### src/rtl/time_set_ctrl_57.sv
`default_nettype none
// ============================================================================
// Module  : time_set_ctrl_57
// Brief   : Button-driven mode/time-set controller between the debounced
//           buttons and the display/timekeeper pair.
// Revision: 1.0 - initial release
// ============================================================================
module time_set_ctrl_57 #(
    parameter int TIMEOUT_CYC = 10000,
    parameter int WEEK_CYC    = 2000
) (
    input  logic       clk_57,
    input  logic       rst_57,
    input  logic       btn_mode_57,
    input  logic       btn_inc_57,
    input  logic       btn_dec_57,
    input  logic       btn_week_57,
    input  logic [6:0] sec_57,
    input  logic [6:0] min_57,
    input  logic [6:0] hour_57,
    output logic [6:0] disp_sec_57,
    output logic [6:0] disp_min_57,
    output logic [6:0] disp_hour_57,
    output logic [6:0] set_sec_57,
    output logic [6:0] set_min_57,
    output logic [6:0] set_hour_57,
    output logic       load_57,
    output logic       pause_57,
    output logic       time_model_57,
    output logic       shine_e_57,
    output logic [2:0] select_57,
    output logic       week_e_57
);

    localparam int c_CNT_MAX = (TIMEOUT_CYC > WEEK_CYC) ? TIMEOUT_CYC : WEEK_CYC;
    localparam int c_CNT_W   = (c_CNT_MAX > 1) ? $clog2(c_CNT_MAX) : 1;

    localparam logic [c_CNT_W-1:0] c_TO_LAST = c_CNT_W'(TIMEOUT_CYC - 1);
    localparam logic [c_CNT_W-1:0] c_WK_LAST = c_CNT_W'(WEEK_CYC - 1);
    localparam logic [c_CNT_W-1:0] c_CNT_SAT = '1;

    localparam logic [6:0] c_HOUR_MAX = 7'd23;
    localparam logic [6:0] c_MS_MAX   = 7'd59;

    localparam logic [2:0] c_ST_NORM = 3'd0;
    localparam logic [2:0] c_ST_HOUR = 3'd1;
    localparam logic [2:0] c_ST_MIN  = 3'd2;
    localparam logic [2:0] c_ST_SEC  = 3'd3;
    localparam logic [2:0] c_ST_WEEK = 3'd4;

    logic [2:0]         r_state;
    logic               r_load;
    logic [6:0]         r_set_hour;
    logic [6:0]         r_set_min;
    logic [6:0]         r_set_sec;
    logic [c_CNT_W-1:0] r_idle;
    logic [c_CNT_W-1:0] r_wcnt;

    logic [2:0]         w_state_nx;
    logic               w_load_nx;
    logic [6:0]         w_hour_nx;
    logic [6:0]         w_min_nx;
    logic [6:0]         w_sec_nx;
    logic [c_CNT_W-1:0] w_idle_nx;
    logic [c_CNT_W-1:0] w_wcnt_nx;
    logic               w_any;
    logic               w_edit;
    logic               w_set_st;

    // Wrapping step; values captured above the field maximum snap to 0 / max.
    function automatic logic [6:0] f_step(input logic [6:0] v,
                                          input logic [6:0] vmax,
                                          input logic       up);
        logic [6:0] res;
        if (up) begin
            res = (v >= vmax) ? 7'd0 : v + 7'd1;
        end else begin
            res = ((v == 7'd0) || (v > vmax)) ? vmax : v - 7'd1;
        end
        return res;
    endfunction

    assign w_any    = btn_mode_57 | btn_inc_57 | btn_dec_57 | btn_week_57;
    assign w_edit   = (btn_inc_57 ^ btn_dec_57) & ~btn_mode_57;
    assign w_set_st = (r_state == c_ST_HOUR) || (r_state == c_ST_MIN) ||
                      (r_state == c_ST_SEC);

    always_comb begin
        w_state_nx = r_state;
        w_load_nx  = 1'b0;
        w_hour_nx  = r_set_hour;
        w_min_nx   = r_set_min;
        w_sec_nx   = r_set_sec;
        w_idle_nx  = r_idle;
        w_wcnt_nx  = r_wcnt;

        case (r_state)
            c_ST_NORM: begin
                w_idle_nx = '0;
                w_wcnt_nx = '0;
                if (btn_mode_57) begin
                    w_hour_nx  = hour_57;
                    w_min_nx   = min_57;
                    w_sec_nx   = sec_57;
                    w_state_nx = c_ST_HOUR;
                end else if (btn_week_57) begin
                    w_state_nx = c_ST_WEEK;
                end
            end

            c_ST_HOUR, c_ST_MIN, c_ST_SEC: begin
                if (w_any) begin
                    w_idle_nx = '0;
                end else if (r_idle != c_CNT_SAT) begin
                    w_idle_nx = r_idle + 1'b1;
                end

                if (btn_mode_57) begin
                    case (r_state)
                        c_ST_HOUR: w_state_nx = c_ST_MIN;
                        c_ST_MIN:  w_state_nx = c_ST_SEC;
                        default: begin
                            w_state_nx = c_ST_NORM;
                            w_load_nx  = 1'b1;
                        end
                    endcase
                end else if (!w_any && (r_idle == c_TO_LAST)) begin
                    w_state_nx = c_ST_NORM;
                end else if (w_edit) begin
                    case (r_state)
                        c_ST_HOUR: w_hour_nx = f_step(r_set_hour, c_HOUR_MAX, btn_inc_57);
                        c_ST_MIN:  w_min_nx  = f_step(r_set_min,  c_MS_MAX,   btn_inc_57);
                        default:   w_sec_nx  = f_step(r_set_sec,  c_MS_MAX,   btn_inc_57);
                    endcase
                end
            end

            c_ST_WEEK: begin
                w_idle_nx = '0;
                if (btn_mode_57 || btn_week_57 || (r_wcnt == c_WK_LAST)) begin
                    w_state_nx = c_ST_NORM;
                end else if (r_wcnt != c_CNT_SAT) begin
                    w_wcnt_nx = r_wcnt + 1'b1;
                end
            end

            default: begin
                w_state_nx = c_ST_NORM;
                w_idle_nx  = '0;
                w_wcnt_nx  = '0;
            end
        endcase
    end

    always_ff @(posedge clk_57) begin
        if (rst_57) begin
            r_state    <= c_ST_NORM;
            r_load     <= 1'b0;
            r_set_hour <= 7'd0;
            r_set_min  <= 7'd0;
            r_set_sec  <= 7'd0;
            r_idle     <= '0;
            r_wcnt     <= '0;
        end else begin
            r_state    <= w_state_nx;
            r_load     <= w_load_nx;
            r_set_hour <= w_hour_nx;
            r_set_min  <= w_min_nx;
            r_set_sec  <= w_sec_nx;
            r_idle     <= w_idle_nx;
            r_wcnt     <= w_wcnt_nx;
        end
    end

    // Pause stays high through the commit cycle so the load lands on a frozen counter.
    assign pause_57      = w_set_st | r_load;
    assign load_57       = r_load;
    assign time_model_57 = 1'b1;
    assign shine_e_57    = w_set_st;
    assign week_e_57     = (r_state == c_ST_WEEK);
    assign select_57     = {(r_state == c_ST_HOUR), (r_state == c_ST_MIN),
                            (r_state == c_ST_SEC)};

    assign set_hour_57  = r_set_hour;
    assign set_min_57   = r_set_min;
    assign set_sec_57   = r_set_sec;
    assign disp_hour_57 = pause_57 ? r_set_hour : hour_57;
    assign disp_min_57  = pause_57 ? r_set_min  : min_57;
    assign disp_sec_57  = pause_57 ? r_set_sec  : sec_57;

endmodule
`default_nettype wire

### config.mk
export PLATFORM = sky130hd
export DESIGN_NAME = time_set_ctrl_57
export DESIGN_NICKNAME = d
export VERILOG_FILES = /design/src/rtl/time_set_ctrl_57.sv
export SDC_FILE = /design/constraint.sdc
export NUM_CORES = 1
export LEC_CHECK = 0
export CAP_MARGIN = 15
export CORE_MARGIN = 8
export CORE_UTILIZATION = 50
export CTS_BUF_LIST = sky130_fd_sc_hd__clkbuf_4 sky130_fd_sc_hd__clkbuf_8
export DETAILED_ROUTE_END_ITERATION = 12
export HOLD_SLACK_MARGIN = 0.02
export PLACE_DENSITY = 0.78
export SLEW_MARGIN = 20
export SYNTH_ARGS = -nofsm -noshare
export SYNTH_HDL_FRONTEND = slang
export SYNTH_SLANG_ARGS = --single-unit
### constraint.sdc
create_clock -name clk_57 -period 2.27 [get_ports clk_57]
set_clock_uncertainty 0.05 [all_clocks]
set_input_delay 0.454 -clock clk_57 [delete_from_list [all_inputs] [get_ports clk_57]]
set_output_delay 0.454 -clock clk_57 [all_outputs]
set_load 0.02 [all_outputs]
Word level (Yosys, flattened, before mapping)

Cells that the tools add are included.

Bits in registers: 53
Bits of input ports: 27
Output and inout port bits: 50
Word-level logic and storage cells: 113

Add/subtract/negate cells: 8
Magnitude comparators: 6
Equality and inequality tests: 20
Mux-type cells: 41
Bitwise gates (word level): 8
Reductions and logical operators: 23

Operators by type and width:

| cell                                                                                | number |
|---|---|
| 7-bit two-way mux                                                                   | 27 |
| 7-bit one-hot mux with 2 select lines                                               | 3 |
| 14-bit by 1-bit adder with 14-bit output, second input constant                     | 2 |
| 14-bit two-way mux                                                                  | 2 |
| 14-bit != test, second input constant                                               | 2 |
| 14-bit one-hot mux with 2 select lines                                              | 1 |
| 7-bit by 1-bit adder with 7-bit output, second input constant                       | 3 |
| 7-bit logical NOT                                                                   | 3 |
| 7-bit by 1-bit subtractor with 7-bit output, second input constant                  | 3 |
| 6-bit AND reduction                                                                 | 3 |
| 2-bit != test, second input constant                                                | 8 |
| 3-bit two-way mux                                                                   | 5 |
| 14-bit by 11-bit equality test with 1-bit output, second input constant             | 1 |
| 14-bit equality test, second input constant                                         | 1 |
| 7-bit by 6-bit greater-or-equal comparator with 1-bit output, second input constant | 2 |
| 7-bit by 6-bit > comparator with 1-bit output, second input constant                | 2 |
| 3-bit one-hot mux with 3 select lines                                               | 1 |
| 3-bit OR reduction                                                                  | 3 |
| 7-bit by 5-bit greater-or-equal comparator with 1-bit output, second input constant | 1 |
| 7-bit by 5-bit > comparator with 1-bit output, second input constant                | 1 |
| 1-bit logical OR                                                                    | 7 |
| 3-bit by 2-bit equality test with 1-bit output, second input constant               | 2 |
| 3-bit != test, second input constant                                                | 2 |
| 3-bit AND reduction                                                                 | 2 |
| other kinds (14)                                                                    | 19 |

Logic depth before layout (Yosys ltp)

Gate-level depths: netlist of run 1.

Depth after elaboration: 9
Gate-level depth with buffers: 8

Least setup slack after synthesis of run 1

No wires, ideal clock.

Path kind: register to output
Start: reg r_state[2]
End: out disp_hour_57[0]
Data arrival time: 1,658 ps
Path slack: 108 ps
Stages on the path, launching flop included: 8
Buffers on the path: 3
Cell sequence: dfxtp_1 buf_2 o21bai_2 clkinv_1 nor2_1 buf_2 buf_2 o21ai_0

Cells in the longest elaborated chain, start to end: 5
Elaborated cells on any way between the ends: 7

Ends and longest elaborated chain:

| what                                                                                                                    | RTL line | source |
|---|---|---|
| from (decl)                                                                                                             | 51       | `logic [2:0] r_state;` |
| from (signal assigned)                                                                                                  | 157      | `r_state <= c_ST_NORM;` |
| from (signal assigned)                                                                                                  | 165      | `r_state <= w_state_nx;` |
| 3-bit by 1-bit equality test with 1-bit output / 3-bit by 2-bit equality test with 1-bit output (equally long branches) | 85       | `assign w_set_st = (r_state == c_ST_HOUR) \|\| (r_state == c_ST_MIN) \|\|` |
| 1-bit logical OR                                                                                                        | 85       |  |
| 1-bit logical OR *                                                                                                      | 85       |  |
| 1-bit OR *                                                                                                              | 176      | `assign pause_57 = w_set_st \| r_load;` |
| 7-bit two-way mux *                                                                                                     | 187      | `assign disp_hour_57 = pause_57 ? r_set_hour : hour_57;` |
| to (decl)                                                                                                               | 23       | `output logic [6:0] disp_hour_57,` |

Mark *: on every way between the ends. The rest lies on a longest branch, timed or not.

Worst setup path after layout of run 1

Start: reg r_state[1]
End: out disp_hour_57[2]

The elaborated chain is that of the path after synthesis.

==> flow_summary.ini, run 1 <==
[outcome]
status = complete, no violations

[layout]
final_core_util_pct = 67.6
synthToLayoutAreaGrowth_pct = 33.2
diodes = 0
multi_input_comb_area_um2 = 2640
drive_above_1_share_pct = 18.1
seqCellArea_um2 = 1060
final_common_cell = nor2_1
fill_cells = 644
final_cell_mix = nor2_1 (60), dfxtp_1 (52), clkdlybuf4s50_1 (47), nand2_1 (45), buf_4 (43)
final_nets = 645

[floorplanning]
coreArea_um2 = 7610
start_util_pct = 50.7
die_w_um = 104
rows = 32
dieHeight_um = 104
ios = 77
die_area_um2 = 10800

[clock_network]
insertion_delay_ps = 310
cts_buffers = 5
cts_root_buf = clkbuf_8
cts.sinks = 53
clock_path_buffers = 2
htree_num_levels = 2
tritoncts = built
hold_buffers = 0
path_clk_slew_ps = 110

[drt]
drc = 0
drt-vias-per-instance = 5.98
drt_iter0_drc = 302
dr.pass1.iters = 7
vias = 4245
drtAntennaViolNets = 0
routed_wl_um = 11400
wl_per_cell_um = 16.1

[flow_run]
maxCapViolCount = 0

[logic_synthesis]
synth-main-ff-cell = dfxtp_1
ys_ff_latch = 53
yosysWarnings = 0
synth.net_count = 547
avgSynthCellArea_um2 = 7.58
synth_cells = 509
postSynth.asyncResetShare_pct = 0
synth_edf_count = 0
synth_cell_types = 69
syn_area_um2 = 3860
seq_area_frac_synth_pct = 27.5

[grt]
antenna_found_initial = 0
grt_max_degree = 27
first_global_vias = 4014
grt_pass1_wl_um = 19000
grt_use_total_pct = 20.4
grt.overflow.total = 0

[sta]
setup_violations = 0
min_period_ps = 2260
fmax_mhz = 442
relSlewSlack_pct = 52.2
hold_violations = 0
finalMaxSlewViolations = 0
timing.final.crit_share_pct = 99.7
tightest_slew_ps = 709
grt_setup_unrepaired = true
worst_slack_ps = 7.41

[power_and_ir_drop]
ir_drop_uv = 279
power_density_nw_per_um2 = 561
p_leak_uw = 0.00206
p_total_uw = 2880

[setup_path]
startpoint_type = flop
path_class = flop to primary output
endpoint_kind = primary output
cp.required_ps = 1770
critPathMaxFanout = 6
arrival_ps = 1760

[worst_hold_path]
hold_path.class = flop to flop

[placement]
hpwl_um = 8340
dp_slack_ps = -207
gp_congestion = 0.925
io_buffers = 75
[cell usage after synthesis, drive strengths merged, types with 3 or more instances]
cell type,count,area [um^2]
nand4,8,50.1
a21o,4,30.0
o21a,3,22.5
mux2,14,158
o21ai,31,155
nor2b,3,18.8
o31ai,4,30.0
and3,15,93.8
and4,4,35.0
xnor2,15,131
a21oi,35,175
a211o,7,62.6
buf,10,53.8
o211ai,8,60.1
nor4,3,18.8
nor2,62,235
nand2b,5,31.3
xor2,13,114
o21bai,4,33.8
nand2,45,169
ha,11,138
or3,3,18.8
dfxtp,53,1060
a221oi,4,47.6
nor3b,5,37.5
nor3,25,130
a31oi,4,25.0
a211oi,8,77.6
clkbuf,22,82.6
a22oi,3,22.5
and2,3,18.8
inv,16,60.1
nand3,21,105
o221ai,7,61.3
[timing repair]
item | in CTS | in global routing
cloned | 0 | 2
resized for setup | 79 | 58
setup buffers | 1 | 3
pin swaps | 0 | 1
endpoints found under the setup margin | 26 | 23
[worst paths after layout]
check | start | to | slack (ps) | cells past startpoint
worst max-delay path | r_state[1] | disp_hour_57[2] | 7 | 7
worst max register to register | set_hour_57[0] | set_hour_57[6] | 190 | 7
worst min-delay path | r_wcnt[1] | r_wcnt[1] | 480 | 2
worst min register to register | r_wcnt[1] | r_wcnt[1] | 480 | 2
[report_power, final]
part / total [uW] / internal, uW / switching, uW
Combinational: 1230 / 586 / 643
Sequential: 1080 / 978 / 104
Clock: 572 / 248 / 324
[worst max-delay path, cell delays in order, from the launching register on]
cell,delay (ps)
dfxtp_2,350
o21bai_4,180
inv_4,50
nor2_4,110
buf_12,140
buf_8,120
mux2_2,350
buf_6,130
[through the flow]
step / hold slack (ps) / instance area (um^2) / std cells / setup TNS, ps
finish: 478 / 5140 / 710 / 0
global route: 522 / 5140 / 710 / -151
CTS: 472 / 4970 / 705 / -12.3
detailed placement: 456 / 4920 / 696 / -2570
global placement: 432 / 4920 / 696 / -1570
floorplan: 421 / 3860 / 509 / 0
[flip-flops by register name, summed over array words and instances (netlist names)]
name	cells
r_state	3
load_57	1
r_wcnt	14
set_min_57	7
set_sec_57	7
set_hour_57	7
r_idle	14
[final cells by class]
| class | instances | area share [%] |
|---|---|---|
| Timing Repair Buffer | 123 | 22.3 |
| Inverter | 18 | 1.36 |
| Tap cell | 102 | 2.48 |
| Clock buffer | 6 | 1.61 |
| Sequential cell | 53 | 20.7 |
| Clock inverter | 2 | 0.268 |
| Multi-Input combinational cell | 406 | 51.3 |
[layer usage]
metal / share of wire [%] / global-route usage, %
met5: 0 / 0
met4: 1.9 / 7.34
met3: 7.5 / 3.35
met2: 48 / 34.5
met1: 43 / 25.4
[kinds of logic (layout without fill, tap and decap cells)]
group | count (synthesis) | in the layout | share of synthesized area, %
xor gates and xnor gates | 28 | 28 | 6.36
DFF | 53 | 53 | 27.5
adders and majority gates | 11 | 11 | 3.57
muxes | 17 | 17 | 5.19
buffers and inverters | 50 | 149 | 5.29
and+or+nand+nor | 212 | 212 | 27.2
AOI/OAI and AO/OA | 137 | 137 | 24.8
other | 1 | 1 | 0.0972
Power figures use the tool's default switching activity.
==> inputs of run 2 (changes only) <==
- REMOVE_ABC_BUFFERS: unset -> 1
==> run 2 against run 1 <==
  * First-iteration DRC count rose by 0.99%
  * Final cell count fell by 0.14%
  * Maximum frequency rose by 1.3%
  * Global-route usage rose by 0.90 points
  * Register-to-register slack barely moved
  * Highest routed layer unchanged
  * Via count fell by 0.12%
  * Largest cell class unchanged
  * Non-clock buffer count fell by 1
  * Sequential share of layout area fell by 0.12 points
==> flow_summary.ini, run 2 (same netlist as run 1, synthesis figures left out) <==
[outcome]
status = complete, no violations

[sta]
relSlewSlack_pct = 63.4
min_period_ps = 2230
hold_violations = 0
timing.final.crit_share_pct = 98.4
setup_violations = 0
grt_setup_unrepaired = true
tightest_slew_ps = 546
fmax_mhz = 448
finalMaxSlewViolations = 0
setup-tns-final_ps = 0

[clock_network]
cts_root_buf = clkbuf_8
tritoncts = built
cts_buffers = 5
path_clk_slew_ps = 100
cts.sinks = 53
insertion_delay_ps = 310
clock_path_buffers = 2
htree_num_levels = 2

[layout]
synthToLayoutAreaGrowth_pct = 34.1
final_cell_mix = nor2_1 (60), dfxtp_1 (51), clkdlybuf4s50_1 (49), nand2_1 (45), buf_4 (40)
final_nets = 644
drive_above_1_share_pct = 18.1
diodes = 0
largest_registers = r_idle (14), r_wcnt (14)
fill_cells = 659
final_common_cell = nor2_1

[floorplanning]
coreArea_um2 = 7610
die_w_um = 104
die_area_um2 = 10800
rows = 32
ios = 77
start_util_pct = 50.7
dieHeight_um = 104

[setup_path]
path_common_cell = buf_6
rr_startpoint = set_hour_57[0]
path_cells = o21bai_4, inv_4, nor2_4, buf_6, buf_12, mux2_4, buf_6
crit_start = r_state[0]
cp-endpoint = disp_sec_57[6]
r2r_setup_slack_ps = 190
startpoint_type = flop
path_class = flop to primary output
critPathMaxFanout = 7
timing.rr.end = set_hour_57[6]
cp.required_ps = 1770
endpoint_kind = primary output
arrival_ps = 1730
reg2reg_depth = 7
slowest_delay_ps = 350
cpMaxStageDelayCell = dfxtp_2

[drt]
drc = 0
wl_met3_um = 745
drtAntennaViolNets = 0
drt_iter0_drc = 305
wl_met1_um = 4960
dr.pass1.iters = 5
drt-vias-per-instance = 5.98
wl_per_cell_um = 16.5
routed.top_layer = met4
wl_met2_um = 5780
routed_wl_um = 11700
vias = 4240

[flow_run]
maxCapViolCount = 0

[power_and_ir_drop]
p_leak_uw = 0.00207
power_density_nw_per_um2 = 564
ir_drop_uv = 366
p_total_uw = 2920

[placement]
gp_congestion = 0.983
hpwl_um = 8450
io_buffers = 75

[grt]
grt_pass1_wl_um = 19800
grt_max_degree = 27
grt.overflow.total = 0
antenna_found_initial = 0
first_global_vias = 4115
grt_use_total_pct = 21.3

[worst_hold_path]
hold_path.class = flop to flop
run 2: cell count changes in the layout (fill, tap and decap cells not counted), moves of 2 or more:
cell / previous run / this run
buf_12: 1 / 3
buf_2: 5 / 7
buf_4: 43 / 40
buf_6: 11 / 17
buf_8: 3 / 0
clkbuf_16: 2 / 0
clkbuf_2: 4 / 0
clkdlybuf4s50_1: 47 / 49
dlymetal6s2s_1: 2 / 0
mux2_2: 8 / 0
mux2_4: 6 / 14
run 2: what timing repair did:
action / 4_1_cts / 5_1_grt
pin swaps: 2 / 2
hold buffers: 0 / 0
setup endpoints to repair: 26 / 22
cloned: 2 / 0
gates resized for setup: 130 / 20
setup buffers: 3 / 2
run 2: critical path, delay by kind of cell, from the launching register on:
kind,cells,cell delay [ps]
muxes,1,310
buffers and inverters,4,450
and+or+nand+nor,1,140
AOI/OAI and AO/OA,1,170
DFF,1,350
run 2: how the worst min path moves through the flow:
stage	startpoint	end	slack, ps	cells after the start
2_1_floorplan	r_wcnt[1]	r_wcnt[1]	410	2
3_3_place_gp	r_wcnt[1]	r_wcnt[1]	430	2
3_5_place_dp	r_wcnt[1]	r_wcnt[1]	460	2
4_1_cts	r_wcnt[1]	r_wcnt[1]	470	2
5_1_grt	set_sec_57[2]	set_sec_57[2]	520	2
6_report	r_wcnt[1]	r_wcnt[1]	460	2
run 2: final cells by class:
type / count / area (um^2) / area share (%)
Tap cell: 102 / 128 / 2.47
Clock buffer: 6 / 82.6 / 1.60
Clock inverter: 2 / 16.3 / 0.314
Multi-Input combinational cell: 406 / 2670 / 51.5
Timing Repair Buffer: 122 / 1150 / 22.2
Inverter: 18 / 70.1 / 1.35
Sequential cell: 53 / 1060 / 20.6
run 2: routing by layer:
layer	global-route usage (%)	vias to the layer above
met1	25.0	2007
li1	-	2047
met2	37.9	166
met3	4.52	20
met4	6.20	0
met5	0	-
run 2: metrics by stage:
step | hold slack, ps | instance area (um^2) | util, % | setup slack (ps) | instances
4_1_cts | 474 | 5130 | 67.5 | -75.9 | 709
3_3_place_gp | 435 | 4940 | 65.0 | -159 | 696
6_report | 463 | 5170 | 68.0 | 35.5 | 709
2_1_floorplan | 415 | 3720 | - | -1370 | 477
3_5_place_dp | 459 | 4940 | 65.0 | -201 | 696
5_1_grt | 516 | 5170 | 68.0 | -54.6 | 709
run 2: where the power goes:
part | switching (uW) | leakage (uW) | internal (uW)
registers | 105 | 0.000432 | 978
logic | 648 | 0.00159 | 604
clock network | 333 | 0.0000478 | 252
total | 1090 | 0.00207 | 1830
